<file path="config.mk">
export PLATFORM = sky130hd
export DESIGN_NAME = fetch_unit
export DESIGN_NICKNAME = d
export VERILOG_FILES = /design/src/rtl/fetch_pkg.sv /design/src/rtl/fetch_fifo.sv /design/src/rtl/fetch_unit.sv
export SDC_FILE = /design/constraint.sdc
export NUM_CORES = 1
export LEC_CHECK = 0
export CORE_ASPECT_RATIO = 1.25
export CORE_MARGIN = 4
export CORE_UTILIZATION = 50
export CTS_CLUSTER_DIAMETER = 200
export CTS_CLUSTER_SIZE = 16
export DETAILED_ROUTE_END_ITERATION = 16
export GPL_ROUTABILITY_DRIVEN = 0
export HOLD_SLACK_MARGIN = 0.08
export PLACE_DENSITY = 0.81
export SYNTH_ARGS = -nofsm -noshare
export SYNTH_HDL_FRONTEND = slang
export SYNTH_SLANG_ARGS = --single-unit
</file>
<file path="constraint.sdc">
create_clock -name clk_i -period 6.3 [get_ports clk_i]
set_clock_uncertainty 0.15 [all_clocks]
set_input_delay 1.26 -clock clk_i [delete_from_list [all_inputs] [get_ports clk_i]]
set_output_delay 1.26 -clock clk_i [all_outputs]
set_load 0.005 [all_outputs]
</file>
<file path="src/rtl/fetch_pkg.sv">
// Shared types and constants for the instruction-fetch stage.
// The fetch_entry_t pc field is PC_MAX_W wide; fetch_unit supports ADDR_W up to PC_MAX_W.
package fetch_pkg;

  localparam int unsigned INST_W   = 32;
  localparam int unsigned PC_MAX_W = 32;
  localparam int unsigned PC_INC   = 4;
  localparam int unsigned PERF_W   = 32;

  localparam logic [INST_W-1:0] NOP_INST = 32'h0000_0000;

  typedef struct packed {
    logic [PC_MAX_W-1:0] pc;
    logic [INST_W-1:0]   inst;
  } fetch_entry_t;

  // Saturating add for the optional event counters
  function automatic logic [PERF_W-1:0] sat_add(input logic [PERF_W-1:0] a,
                                                input logic [PERF_W-1:0] b);
    logic [PERF_W:0] sum;
    sum = (PERF_W+1)'(a) + (PERF_W+1)'(b);
    return sum[PERF_W] ? {PERF_W{1'b1}} : sum[PERF_W-1:0];
  endfunction

endpackage

</file>
<file path="src/rtl/fetch_fifo.sv">
// DEPTH-entry first-word-fall-through FIFO of fetch entries.
// Flush dominates push and pop; head_o is only meaningful while empty_o is low.
module fetch_fifo
  import fetch_pkg::*;
#(
  parameter int unsigned DEPTH = 2,
  localparam int unsigned CNT_W = $clog2(DEPTH + 1)
) (
  input  logic             clk_i,
  input  logic             rst_i,
  input  logic             push_i,
  input  fetch_entry_t     entry_i,
  input  logic             pop_i,
  input  logic             flush_i,
  output fetch_entry_t     head_o,
  output logic [CNT_W-1:0] count_o,
  output logic             empty_o
);

  localparam int unsigned PTR_W = (DEPTH > 1) ? $clog2(DEPTH) : 1;

  fetch_entry_t     mem [DEPTH];
  logic [PTR_W-1:0] wr_ptr;
  logic [PTR_W-1:0] rd_ptr;
  logic [CNT_W-1:0] count;
  logic             full;
  logic             push_eff;
  logic             pop_eff;

  always_comb begin
    full     = (count == CNT_W'(DEPTH));
    empty_o  = (count == '0);
    pop_eff  = pop_i & ~empty_o & ~flush_i;
    push_eff = push_i & ~flush_i & (~full | pop_eff);
    head_o   = mem[rd_ptr];
    count_o  = count;
  end

  // Pointers and occupancy; DEPTH is a power of two so pointers wrap naturally
  always_ff @(posedge clk_i) begin
    if (rst_i || flush_i) begin
      wr_ptr <= '0;
      rd_ptr <= '0;
      count  <= '0;
    end else begin
      if (push_eff) wr_ptr <= wr_ptr + PTR_W'(1);
      if (pop_eff)  rd_ptr <= rd_ptr + PTR_W'(1);
      case ({push_eff, pop_eff})
        2'b10:   count <= count + CNT_W'(1);
        2'b01:   count <= count - CNT_W'(1);
        default: count <= count;
      endcase
    end
  end

  // Storage needs no reset: entries are never read while the FIFO is empty
  always_ff @(posedge clk_i) begin
    if (push_eff && !rst_i) mem[wr_ptr] <= entry_i;
  end

endmodule

</file>
<file path="src/rtl/fetch_unit.sv">
// Instruction-fetch stage: PC, 1-cycle imem requests, prefetch queue, IF/ID handshake, redirect.
// Optional event counters are built when FETCH_PERF_EN is defined.
module fetch_unit
  import fetch_pkg::*;
#(
  parameter int unsigned       ADDR_W   = 32,
  parameter int unsigned       DEPTH    = 2,
  parameter logic [ADDR_W-1:0] RESET_PC = '0
) (
  input  logic                clk_i,
  input  logic                rst_i,
  input  logic                start_i,
  output logic                imem_req_o,
  output logic [ADDR_W-1:0]   imem_addr_o,
  input  logic [INST_W-1:0]   imem_rdata_i,
  input  logic                redirect_i,
  input  logic [ADDR_W-1:0]   redirect_pc_i,
  output logic                id_valid_o,
  input  logic                id_ready_i,
  output logic [ADDR_W-1:0]   id_pc_o,
  output logic [ADDR_W-1:0]   id_pc4_o,
  output logic [INST_W-1:0]   id_inst_o
`ifdef FETCH_PERF_EN
  ,
  output logic [PERF_W-1:0]   perf_fetch_o,
  output logic [PERF_W-1:0]   perf_flush_o,
  output logic [PERF_W-1:0]   perf_stall_o
`endif
);

  localparam int unsigned CNT_W = $clog2(DEPTH + 1);
  localparam int unsigned CRD_W = CNT_W + 1;

  logic [ADDR_W-1:0] pc_q;
  logic [ADDR_W-1:0] inflight_pc_q;
  logic              inflight_q;

  logic              issue;
  logic              push;
  logic              pop;
  logic [CRD_W-1:0]  credit_used;
  fetch_entry_t      push_entry;
  fetch_entry_t      head;
  logic [CNT_W-1:0]  fifo_count;
  logic              fifo_empty;

  // Credit counts the in-flight word but not this cycle's pop, so a push can never overflow
  always_comb begin
    credit_used = CRD_W'(fifo_count) + CRD_W'(inflight_q);
    issue       = ~rst_i & start_i & ~redirect_i & (credit_used < CRD_W'(DEPTH));
    push        = inflight_q & ~redirect_i & ~rst_i;
    pop         = id_valid_o & id_ready_i & ~redirect_i;
    push_entry  = '{pc: PC_MAX_W'(inflight_pc_q), inst: imem_rdata_i};
  end

  // PC and in-flight tracking; redirect clears the in-flight flag so its word is dropped
  always_ff @(posedge clk_i) begin
    if (rst_i) begin
      pc_q          <= RESET_PC;
      inflight_q    <= 1'b0;
      inflight_pc_q <= '0;
    end else if (redirect_i) begin
      pc_q       <= redirect_pc_i & ~ADDR_W'(3);
      inflight_q <= 1'b0;
    end else begin
      inflight_q <= issue;
      if (issue) begin
        inflight_pc_q <= pc_q;
        pc_q          <= pc_q + ADDR_W'(PC_INC);
      end
    end
  end

  fetch_fifo #(
    .DEPTH (DEPTH)
  ) u_fifo (
    .clk_i   (clk_i),
    .rst_i   (rst_i),
    .push_i  (push),
    .entry_i (push_entry),
    .pop_i   (pop),
    .flush_i (redirect_i),
    .head_o  (head),
    .count_o (fifo_count),
    .empty_o (fifo_empty)
  );

  // An empty queue presents a NOP at pc 0 so ID sees a benign bubble
  always_comb begin
    imem_req_o  = issue;
    imem_addr_o = pc_q;
    id_valid_o  = ~fifo_empty;
    id_pc_o     = fifo_empty ? '0 : ADDR_W'(head.pc);
    id_pc4_o    = id_pc_o + ADDR_W'(PC_INC);
    id_inst_o   = fifo_empty ? NOP_INST : head.inst;
  end

`ifdef FETCH_PERF_EN
  // Flush count covers queued entries plus the word killed in flight
  always_ff @(posedge clk_i) begin
    if (rst_i) begin
      perf_fetch_o <= '0;
      perf_flush_o <= '0;
      perf_stall_o <= '0;
    end else begin
      if (push) perf_fetch_o <= sat_add(perf_fetch_o, PERF_W'(1));
      if (redirect_i)
        perf_flush_o <= sat_add(perf_flush_o, PERF_W'(fifo_count) + PERF_W'(inflight_q));
      if (id_valid_o && !id_ready_i) perf_stall_o <= sat_add(perf_stall_o, PERF_W'(1));
    end
  end
`endif

endmodule

</file>
## Yosys cells after proc, flatten, opt, wreduce, memory -nomap -nowiden

Memory sizes are Yosys's and may differ from the RTL's. A register that Yosys moved wholly into a read port is not among the register bits.
Cells that the tools add are included.

- Memories: 1
- Register bits: 69
- Output and inout bits: 130
- Bits of input ports: 69
- RAM bits: 128
- Logic and storage cells: 52

- Reductions and logical operators: 8
- Equality and inequality tests: 3
- $add $sub $neg: 7
- Muxes and demuxes: 9
- Bitwise gates (word level): 16
- $lt $le $gt $ge: 1

Memory list:

| memory | depth | bits a word | rd ports | clocked after memory_dff | wr ports | RTL line | RTL |
|---|---|---|---|---|---|---|---|
| u_fifo.mem | 2 | 64 | 1 | 1 | 1 | fetch_fifo.sv:22 | `fetch_entry_t mem [DEPTH];` |

Operators by type and width:

| cell | count |
|---|---|
| 32-bit 2-to-1 mux | 4 |
| 32-bit by 3-bit adder with 32-bit output (second input constant) | 2 |
| 1-bit AND | 11 |
| 2-bit equality test (second input constant) | 2 |
| 1-bit 2-to-1 mux | 4 |
| 1-bit inverter | 4 |
| 2-bit one-hot mux with 2 select lines | 1 |
| 2-bit nonzero test | 2 |
| 2-bit by 1-bit adder with 3-bit output | 1 |
| 3-bit by 2-bit less-than comparator with 1-bit output (second input constant) | 1 |
| 1-bit adder (second input constant) | 2 |
| 2-bit by 1-bit adder with 2-bit output (second input constant) | 1 |
| 2-bit by 1-bit equality test with 1-bit output (second input constant) | 1 |
| 2-bit logical NOT | 1 |
| 2-bit AND reduction | 1 |
| 2-bit OR reduction | 1 |
| 2-bit by 1-bit subtractor with 2-bit output (second input constant) | 1 |
| 1-bit logical AND | 1 |
| 1-bit logical NOT | 1 |
| 1-bit logical OR | 1 |
| 1-bit OR | 1 |

## Longest topological paths before layout

- Depth in word-level cells: 11
- Mapped depth: 12
- Gate-level depth less buffers: 7

## Modules after synthesis

Synthesis repeated with hierarchy kept, for this count alone.

- Cell total of the unflattened synthesis: 758
- Area total of the unflattened synthesis: 8,725.9 sq um

By module, submodules not included:

| module | seq. area each (sq um) | area an instance (sq um) | cells each | instances |
|---|---|---|---|---|
| fetch_fifo | 3,943.8 | 4,848.4 | 227 | 1 |
| fetch_unit | 1,221.2 | 3,877.5 | 531 | 1 |

## Worst setup path after synthesis

OpenSTA, ideal clock, no wires.

- Path type: input to register
- Start: input port redirect_i
- End: memory u_fifo.mem[0][0] (netlist name), enable pin
- Setup slack: 1,386 ps
- Stages: 4
- Required time: 5,668 ps
- Setup time: 482 ps
- Arrival time: 4,282 ps
- Buffers on the path: 1
- Cell sequence: clkbuf_1 > nor2_1 > nand2_1 > nor2_1

- Cells in the longest elaborated chain, start to end: 9
- Elaborated cells on any way between the ends: 12
- Those cells by class: mux (2); bitwise (9); reduce/logical (1)

Ends and longest elaborated chain:

| element | RTL line | RTL |
|---|---|---|
| start, declared | fetch_unit.sv:16 | `input logic redirect_i,` |
| 1-bit inverter (no line) * | - |  |
| 1-bit AND | fetch_unit.sv:52 | `pop = id_valid_o & id_ready_i & ~redirect_i;` |
| 1-bit AND (2 in series) | fetch_fifo.sv:33 | `pop_eff = pop_i & ~empty_o & ~flush_i;` |
| 1-bit OR | fetch_fifo.sv:34 | `push_eff = push_i & ~flush_i & (~full \| pop_eff);` |
| 1-bit AND * | fetch_fifo.sv:34 |  |
| 1-bit logical AND * | fetch_fifo.sv:58 | `if (push_eff && !rst_i) mem[wr_ptr] <= entry_i;` |
| 1-bit 2-to-1 mux * | fetch_fifo.sv:58 |  |
| 1-bit 2-to-1 mux (not written as such) * | fetch_fifo.sv:58 |  |
| end, declared | fetch_fifo.sv:22 |  |

Mark *: on every way between the ends. The rest lies on a longest branch, timed or not.

==> metrics.md <==
| Metric | Value |
|---|---|
| Status | completed |
| Sw Ratio | 21.0% |
| Residual DRC | 0 |
| GR Util met2 | 34.6% |
| Global-route wire length before repair | 32.4 mm |
| Final Hold Vio Count | 0 |
| Part of the power in registers | 52.6% |
| DR iter-0 viols | 469 |
| Cell variety after synth | 60 |
| ANT cells | 0 |
| Global-route layer with the greatest usage | met2 |
| CP Launch Type | flip-flop |
| Via count | 6392 |
| Gr ovfl total | 0 |
| Post-synthesis instance area | 0.00860 mm2 |
| GR Util All Layers | 20.8% |
| Boundary Pins | 199 |
| Crit path kind | flip-flop to output port |
| Slowest cell on crit path | dfxtp_4 |
| Async SR Flop Fraction | 0% |
| Util after Layout | 66.4% |
| Post-CTS Resized | 0 |
| Clock buffer depth | 2 |
| Pleak | 3.66 nW |
| RSZ-0062 raised after global routing | no |
| Post-Synthesis Cells | 769 |
| TritonCTS clock tree | built |
| Internal power | 0.00206 W |
| Slowest Stage Delay on Critical Path | 0.73 ns |
| Rows | 53 |
| Crit-path cells | buf_4, nand3_1, a211oi_2, nand4_1, nor4_1, xor2_1, clkdlybuf4s50_1 |
| Most used DFF post-synth | edfxtp_1 |
| Met3 usage | 5.18% |
| Max Slew Vio Count | 0 |
| Sequential cell area fraction in the yosys report | 58.7% |
| Hold buffer count at cts | 0 |
| Synthesis Warnings | 0 |
| # H-tree levels | 4 |
| Starting Density | 51.1% |
| Pre-CTS WS | 1.29 ns |
| Fraction of layout cells with a size suffix above 1 | 7.15% |
| Met1 usage | 26.8% |
| PortBufs | 190 |
| Die height | 155 um |
| Final wirelength | 20.3 mm |
| Endpoints failing setup | 0 |
| Postcts setup bufs | 0 |
| DP Area | 0.0106 mm2 |
| Chip width | 125 um |
| Antenna violations before repair | 0 |
| Final Critical Period | 5.43 ns |
| Worst slew pin tran | 1.12 ns |
| Sw power | 0.000548 W |
| Critical path arrival | 4.02 ns |
| Post-synth EDFFs | 124 |
| MaxCap Viol Count | 0 |
| Req. time, crit path | 4.89 ns |
| Root Driver | clkbuf_16 |
| Share of total power in the clock network | 41.2% |
| Largest cells by area after synthesis | edfxtp_1 43%, dfxtp_1 15%, mux2i_1 7.4% |
| Layout net count | 1009 |
| Seq cells post-synth | 190 |
| Top cell type's share of synthesized area | 43.3% |
| HP Class | flip-flop to flip-flop |
| TritonCTS Buffers | 17 |
| Setup slack after layout | 0.868 ns |
| Worst vdd ir | 0.178 mV |
| Drt pass-1 iters | 5 |
| Final ANT Viol Nets | 0 |
| Worst skew pair latency | 0.43 ns |
| Area growth syn-to-layout | 30.1% |
| Critical path fanouts, max | 46 |
| Pin count of the biggest net entering global routing | 73 |
| Syn avg cell area | 11.2 um2 |
| Slew HR | 25.3% |
| Fin crit share | 86.2% |
| Routed wire per std cell | 17.3 um |
| Core box area | 0.0168 mm2 |
| Setup TNS | 0 ns |
| FMAX | 0.184 GHz |
| Power Total | 0.00261 W |
| Routed vias/inst | 5.46 |
| Combinational Power Share | 6.2% |
| Vias in the first global route | 6170 |
| Synth area leader | edfxtp_1 |
| Final instance area | 0.0112 mm2 |
| Clk slew on worst S/H paths | 0.06 ns |
| Die area | 0.0194 mm2 |
| CTS Sinks | 190 |
| Critical Path End Type | output port |
| DPL Wire Length | 14.4 mm |
| PD cells | 233 mW/mm2 |
[layout by cell type (no fill, tap or decap), types with 3 or more instances in the layout]
cell type / count
a211oi_1: 15
a211oi_2: 4
a21oi_1: 47
a31oi_1: 4
and2_1: 4
and3_1: 3
and4_1: 4
buf_4: 8
bufinv_16: 3
clkbuf_16: 17
clkdlybuf4s50_1: 189
clkinv_2: 3
clkinvlp_4: 3
conb_1: 6
dfxtp_1: 65
edfxtp_1: 124
inv_1: 10
inv_6: 3
mux2i_1: 64
nand2_1: 98
nand2b_1: 3
nand3_1: 25
nand3b_1: 8
nand4_1: 17
nand4_2: 3
nor2_1: 93
nor3_1: 11
nor4_1: 10
nor4_2: 7
o21ai_0: 3
o21ai_1: 5
or4_1: 3
xnor2_1: 21
xor2_1: 25
[sequential cells by signal, summed over array words and instances, names as in the netlist, named ones only]
| name | flops |
|---|---|
| imem_addr_o | 30 |
| inflight_pc_q | 30 |
| inflight_q | 1 |
| u_fifo.count_o | 2 |
| u_fifo.mem | 124 |
| u_fifo.rd_ptr | 1 |
| u_fifo.wr_ptr | 1 |
[cell usage after synthesis (4+ instances only)]
cell type and instances:
nor4_1 10, nor4_2 7, xnor2_1 21, buf_6 5, edfxtp_1 124, nor3_1 11
nand3b_1 8, inv_1 10, nand2_1 98, and3_1 4, dfxtp_1 66, o21ai_1 5
xor2_1 25, nand3_1 26, mux2i_1 64, a31oi_1 4, buf_1 7, a211oi_2 4
nor2_1 94, and2_1 4, a21oi_1 47, and4_1 4, clkbuf_1 20, buf_2 14
buf_4 7, nand4_1 17, a211oi_1 15
[critical path: cells and delay by family (launching register included)]
family	cells	cell delay (ns)
simple gates	3	1.12
compound gates	1	0.43
buf+inv	2	1.12
xor+xnor	1	0.18
flops	1	0.73
[final timing paths]
kind	cells after the start	endpoint	startpoint	slack [ns]
max	7	id_pc4_o[28]	flip-flop	0.87
min	0	u_fifo.mem[0][62]	inflight_pc_q[30]	0.30
max reg2reg	4	u_fifo.mem[1][6]	u_fifo.count_o[0]	3.66
min reg2reg	0	u_fifo.mem[0][62]	inflight_pc_q[30]	0.30
[cell families after synthesis]
logic type | count (synthesis) | share of synthesized area (%)
simple gates | 306 | 17.7
compound gates | 92 | 6.93
fa+ha+maj | 2 | 0.291
xor+xnor | 46 | 4.69
buf+inv | 64 | 3.74
mux | 68 | 7.97
other cells | 1 | 0.0436
flops | 190 | 58.7
[final cells by class]
cell class                 instances  area, um2
sequential                       190       5050
multi-input combinational        520       3270
clock inverter                    13        163
fill                            1269       5660
timing repair buffer             198       1960
inverter                          11       41.3
clock buffer                      19        433
tap                              220        275
[per-layer routing]
metal | routed length, um | share of wire [%]
met1 | 8490 | 42
met2 | 9930 | 49
met3 | 1520 | 7.5
met4 | 352 | 1.7
met5 | 0 | 0
[metrics by stage]
step | std cells | hold slack [ns]
after floorplan | 774 | 0.275
after global placement | 1139 | 0.281
after detailed placement | 1139 | 0.288
after CTS | 1171 | 0.308
after global routing | 1171 | 0.328
final | 1171 | 0.304
[power by group through the flow]
stage               clock [W]  sequential (W)  combinational, W
finish                0.00107         0.00137          0.000161
global route          0.00115         0.00137          0.000176
floorplan                   0         0.00139         0.0000706
detailed placement          0         0.00140          0.000161
global placement            0         0.00140          0.000158
CTS                   0.00109         0.00137          0.000162
Power figures use the tool's default switching activity.
